$ cat src/rtl/clock_hand_evictor_if.sv
// Request/victim handshake between the CLOCK evictor and its requester.
// The requester side uses the master modport, the evictor uses slave.
interface clock_hand_evictor_if #(
    parameter int unsigned L2_DEPTH = 8
);
    logic                req_valid;
    logic                req_ready;
    logic                evict_valid;
    logic                evict_ready;
    logic [L2_DEPTH-1:0] evict_addr;
    logic                evict_forced;

    modport master (
        output req_valid,
        output evict_ready,
        input  req_ready,
        input  evict_valid,
        input  evict_addr,
        input  evict_forced
    );

    modport slave (
        input  req_valid,
        input  evict_ready,
        output req_ready,
        output evict_valid,
        output evict_addr,
        output evict_forced
    );
endinterface

$ cat src/rtl/clock_hand_evictor.sv
// CLOCK (second-chance) victim selector: sweeps a hand over the reference-bit
// BRAM port 1, one read at a time, and returns the first index that reads 0.
module clock_hand_evictor #(
    parameter int unsigned L2_DEPTH   = 8,
    parameter int unsigned MAX_PROBES = (1 << L2_DEPTH) + 1
) (
    input  logic                clk,
    input  logic                rst,
    clock_hand_evictor_if.slave bus,
    output logic [L2_DEPTH-1:0] hand_pos,
    output logic                bram_en,
    output logic                bram_we,
    output logic [L2_DEPTH-1:0] bram_addr,
    output logic                bram_din,
    output logic                bram_rst,
    output logic                bram_regce,
    input  logic                bram_dout
);
    localparam int unsigned PCNT_W = $clog2(MAX_PROBES + 1);

    typedef enum logic [2:0] {
        IDLE  = 3'd0,
        ISSUE = 3'd1,
        WAIT  = 3'd2,
        CHECK = 3'd3,
        RESP  = 3'd4
    } state_t;

    state_t              state;
    state_t              state_next;
    logic [PCNT_W-1:0]   probe_cnt;
    logic [PCNT_W-1:0]   probe_cnt_next;
    logic [L2_DEPTH-1:0] hand_next;
    logic [L2_DEPTH-1:0] evict_addr_next;
    logic                evict_forced_next;
    logic                last_probe_c;

    assign bram_we    = 1'b0;
    assign bram_din   = 1'b0;
    assign bram_regce = 1'b1;
    assign bram_rst   = rst;
    assign bram_addr  = hand_pos;

    assign last_probe_c = (probe_cnt + PCNT_W'(1)) == PCNT_W'(MAX_PROBES);

    // State register
    always_ff @(posedge clk) begin
        if (rst) begin
            state <= IDLE;
        end else begin
            state <= state_next;
        end
    end

    // Next-state logic
    always_comb begin
        state_next = state;
        case (state)
            IDLE:    if (bus.req_valid && bus.req_ready) state_next = ISSUE;
            ISSUE:   state_next = WAIT;
            WAIT:    state_next = CHECK;
            CHECK:   state_next = (!bram_dout || last_probe_c) ? RESP : ISSUE;
            RESP:    if (bus.evict_ready) state_next = IDLE;
            default: state_next = IDLE;
        endcase
    end

    // Datapath next values; bram_dout in CHECK is the bit for the address issued two cycles earlier
    always_comb begin
        hand_next         = hand_pos;
        probe_cnt_next    = probe_cnt;
        evict_addr_next   = bus.evict_addr;
        evict_forced_next = bus.evict_forced;
        case (state)
            IDLE: begin
                if (bus.req_valid && bus.req_ready) probe_cnt_next = '0;
            end
            CHECK: begin
                hand_next = hand_pos + L2_DEPTH'(1);
                if (!bram_dout || last_probe_c) begin
                    evict_addr_next   = hand_pos;
                    evict_forced_next = bram_dout;
                end else begin
                    probe_cnt_next = probe_cnt + PCNT_W'(1);
                end
            end
            default: ;
        endcase
    end

    // Registered outputs track the state being entered
    always_ff @(posedge clk) begin
        if (rst) begin
            hand_pos         <= '0;
            probe_cnt        <= '0;
            bus.req_ready    <= 1'b1;
            bus.evict_valid  <= 1'b0;
            bus.evict_addr   <= '0;
            bus.evict_forced <= 1'b0;
            bram_en          <= 1'b0;
        end else begin
            hand_pos         <= hand_next;
            probe_cnt        <= probe_cnt_next;
            bus.req_ready    <= (state_next == IDLE);
            bus.evict_valid  <= (state_next == RESP);
            bus.evict_addr   <= evict_addr_next;
            bus.evict_forced <= evict_forced_next;
            bram_en          <= (state_next == ISSUE);
        end
    end
endmodule

$ cat src/flat_wrapper.sv
// flat-port wrapper written by rule: the top's interface ports become plain ports
module clock_hand_evictor_flat 
#(
    parameter int unsigned L2_DEPTH   = 8,
    parameter int unsigned MAX_PROBES = (1 << L2_DEPTH) + 1
)
  (clk, rst, hand_pos, bram_en, bram_we, bram_addr, bram_din, bram_rst, bram_regce, bram_dout, bus_req_valid, bus_evict_ready, bus_req_ready, bus_evict_valid, bus_evict_addr, bus_evict_forced);
  clock_hand_evictor_if #(.L2_DEPTH(L2_DEPTH)) bus_i ();
  input  logic clk;
  input  logic rst;
  output logic [L2_DEPTH-1:0] hand_pos;
  output logic bram_en;
  output logic bram_we;
  output logic [L2_DEPTH-1:0] bram_addr;
  output logic bram_din;
  output logic bram_rst;
  output logic bram_regce;
  input  logic bram_dout;
  input wire logic [$bits(bus_i.req_valid)-1:0] bus_req_valid;
  input wire logic [$bits(bus_i.evict_ready)-1:0] bus_evict_ready;
  output wire logic [$bits(bus_i.req_ready)-1:0] bus_req_ready;
  output wire logic [$bits(bus_i.evict_valid)-1:0] bus_evict_valid;
  output wire logic [$bits(bus_i.evict_addr)-1:0] bus_evict_addr;
  output wire logic [$bits(bus_i.evict_forced)-1:0] bus_evict_forced;
  assign bus_i.req_valid = bus_req_valid;
  assign bus_i.evict_ready = bus_evict_ready;
  assign bus_req_ready = bus_i.req_ready;
  assign bus_evict_valid = bus_i.evict_valid;
  assign bus_evict_addr = bus_i.evict_addr;
  assign bus_evict_forced = bus_i.evict_forced;
  clock_hand_evictor #(.L2_DEPTH(L2_DEPTH), .MAX_PROBES(MAX_PROBES)) u_core (.clk(clk), .rst(rst), .bus(bus_i), .hand_pos(hand_pos), .bram_en(bram_en), .bram_we(bram_we), .bram_addr(bram_addr), .bram_din(bram_din), .bram_rst(bram_rst), .bram_regce(bram_regce), .bram_dout(bram_dout));
endmodule
$ cat config.mk
export PLATFORM = sky130hd
export DESIGN_NAME = clock_hand_evictor_flat
export DESIGN_NICKNAME = d
export VERILOG_FILES = /design/src/rtl/clock_hand_evictor_if.sv /design/src/rtl/clock_hand_evictor.sv /design/src/flat_wrapper.sv
export SDC_FILE = /design/constraint.sdc
export NUM_CORES = 1
export LEC_CHECK = 0
export ABC_AREA = 1
export CORE_ASPECT_RATIO = 1.4
export CORE_MARGIN = 5
export CORE_UTILIZATION = 45
export CTS_BUF_LIST = sky130_fd_sc_hd__clkbuf_16
export DETAILED_ROUTE_END_ITERATION = 16
export PLACE_DENSITY = 0.73
export SKIP_CTS_REPAIR_TIMING = 1
export SLEW_MARGIN = 20
export SYNTH_ARGS = -nofsm -noshare
export SYNTH_HDL_FRONTEND = slang
export SYNTH_SLANG_ARGS = --single-unit
$ cat constraint.sdc
create_clock -name clk -period 2.6 [get_ports clk]
set_clock_uncertainty 0.05 [all_clocks]
set_input_delay 0.52 -clock clk [delete_from_list [all_inputs] [get_ports clk]]
set_output_delay 0.52 -clock clk [all_outputs]
set_load 0.05 [all_outputs]
==> impl_metrics.json <==
{
  "cp-startpoint": "u_core.bram_addr[0]$_SDFFE_PP0P_",
  "fp.dieH_microns": 79.76,
  "synth.distinct_cells": 24,
  "grt_max_degree": 19,
  "holdWs_ps": 433.9,
  "power_leakage_nw": 0.7645,
  "yosys.area.top_type": "dfxtp_1",
  "period_minus_slack_ps": 2113,
  "timing.fmax_mhz": 473.2,
  "hold_class": "reg -> reg",
  "path_cells": "clkdlybuf4s50_1",
  "min_from": "u_core.bus.evict_addr[0]$_SDFFE_PP0P_",
  "synth_cells": 218,
  "port_buffers": 33,
  "syn2layout_area_growth_pct": 29.52,
  "coreArea_sq_um": 3378,
  "outcome": "complete, no violations",
  "clk_pin_slew_worst_paths_ps": 50,
  "synth-edff-count": 0,
  "dieArea_sq_um": 4771,
  "grt_use_total_pct": 16.60,
  "crit_cells": 1,
  "fin_setup_tns_ps": 0,
  "hold_violations": 0,
  "final_cells": 286,
  "antenna_cells": 0,
  "ctsLongestPathBuffers": 2,
  "drt-total-wl_mm": 3.507,
  "avgSynthCellArea_sq_um": 7.174,
  "max_stage_delay_ps": 860,
  "crit_path_end": "bram_addr[0]",
  "setup_viol": 0,
  "crit_slowest_cell": "clkdlybuf4s50_1",
  "worst-setup-path-type": "reg -> out",
  "worst_slew_pin_slew_ps": 519.3,
  "slew_headroom_pct": 65.27,
  "dp_slack_ps": 574.7,
  "slew_viol_final": 0,
  "maxCapViolCount": 0,
  "worstSetupEndpointType": "output port",
  "wl_per_cell_microns": 12.26,
  "grt_overflow": 0,
  "cts_made_buffers": 5,
  "ys_seq_area_share_pct": 40.96,
  "synthDominantCellAreaShare_pct": 40.96,
  "timing.rr.start": "u_core.probe_cnt[1]$_SDFFE_PP0P_",
  "power_mw": 1.367,
  "drive_gt1_share_pct": 9.756,
  "dr.pass1.iters": 4,
  "async_reset_ff_share_pct": 0,
  "dpl.cell_count": 278,
  "final_common_cell": "nand2_1",
  "antenna_found_initial": 0,
  "fin_ws_ps": 486.5,
  "insertion_delay_ps": 270,
  "grt_pass1_vias": 1409,
  "hpwl_mm": 2.528,
  "yosys-top-cells-area": "dfxtp_1, nand2_1, nor2_1",
  "critPathLaunchType": "flip-flop",
  "io_pins": 37,
  "nNetsFinal": 253,
  "syn_area_sq_um": 1564,
  "ir_drop_mv": 0.4164,
  "whs_path_depth": 2,
  "rr_worst_depth": 12,
  "path_max_fanout": 6,
  "cts_root_buf": "clkbuf_16",
  "synth-seq-cells": 32,
  "vias": 1422,
  "rrSetupSlack_ps": 530,
  "die_width_microns": 59.83,
  "cts-htree-levels": 2,
  "n_fill_cell": 298,
  "placed_area_sq_um": 1863,
  "post-route-period-util_pct": 81.29,
  "rsz0062_at_grt": "false",
  "crit_arrival_ps": 1540,
  "row_count": 25,
  "drc": 0,
  "yosysWarnings": 0,
  "initial_utilization_pct": 46.30,
  "cts.sinks": 32,
  "powerDensity_nw_per_um2": 674.8,
  "ant_nets": 0,
  "stdcell_area_sq_um": 2026,
  "final_cell_mix": "nand2_1, nor2_1, clkdlybuf4s50_1, dfxtp_1, inv_1",
  "avgViaCountPerCell": 4.972,
  "reg2reg_to": "u_core.bus.evict_addr[4]$_SDFFE_PP0P_",
  "utilization_pct": 59.96,
  "tritoncts": "built",
  "critPathRequiredTime_ps": 2030,
  "place.gp.congestion": 0.8355,
  "path_buf_inv": 1,
  "drtIter0Drc": 18,
  "crit_family": "buffers and inverters",
  "grt_pass1_wl_mm": 6.106,
  "yosys_most_used_dff": "dfxtp_1"
}
-- cells by family (layout without fill, tap and decap cells) --
group | count (synthesis) | after routing | share of synthesized area, %
xor+xnor | 2 | 2 | 1.120
flops | 32 | 32 | 40.96
other cells | 2 | 3 | 0.4802
simple gates | 107 | 107 | 31.04
compound gates | 32 | 32 | 10.96
fa+ha+maj | 3 | 3 | 2.400
buf+inv | 40 | 67 | 13.04
-- Yosys cell counts (3+ instances only) --
master / n
o21ai_1: 5
o21ai_0: 12
nor2_1: 35
buf_4: 12
nand3_1: 17
a21oi_2: 3
nor2_2: 6
nand4_1: 3
a21oi_1: 12
inv_1: 22
clkbuf_1: 3
nand2_1: 37
dfxtp_1: 32
ha_1: 3
nand2_2: 3
-- where the power goes --
group	leakage, nW	internal, mW	switching, mW
Sequential	0.259	0.511	0.0129
Combinational	0.427	0.0644	0.135
Clock	0.0789	0.444	0.199
-- state kept, by name, summed over array words and instances (netlist names) --
name and flops:
u_core.bram_addr 8, u_core.bus.evict_forced 1, u_core.state 3, u_core.probe_cnt 9
u_core.bus.evict_valid 1, u_core.bus.req_ready 1, u_core.bram_en 1, u_core.bus.evict_addr 8
-- worst min-delay path by stage --
stage,to,slack (ps)
detailed placement,u_core.bus.evict_addr[7]$_SDFFE_PP0P_,430
finish,u_core.bus.evict_addr[0]$_SDFFE_PP0P_,430
floorplan,u_core.probe_cnt[8]$_SDFFE_PP0P_,400
global route,u_core.bus.evict_forced$_SDFFE_PP0P_,460
CTS,u_core.bus.evict_addr[0]$_SDFFE_PP0P_,440
global placement,u_core.bus.evict_forced$_SDFFE_PP0P_,400
-- layout make-up --
| cell class | count | area [sq um] | area share [%] |
|---|---|---|---|
| multi-input cells | 147 | 723.2 | 35.70 |
| flip-flops and latches | 32 | 640.6 | 31.62 |
| repair buffers | 36 | 362.8 | 17.91 |
| clock buffers | 5 | 125.1 | 6.177 |
| inverters | 23 | 86.33 | 4.262 |
| well taps | 40 | 50.05 | 2.471 |
| clock inverters | 3 | 37.54 | 1.853 |
-- metal layers --
metal / up-vias / routed length, microns / GRT usage [%] / share of wire, %
met5: - / 0 / 0 / 0
met4: 0 / 69 / 7.095 / 2.0
li1: 735 / - / - / -
met1: 644 / 1508 / 19.46 / 43
met3: 8 / 128 / 4.207 / 3.6
met2: 35 / 1800 / 27.81 / 51
-- tightest hold or removal path, stage by stage (launching register included) --
cell     delay (ps)
dfxtp_1         320
nor2_1           50
nor2_1           80
Note: power is estimated with default switching activity, not from simulation.
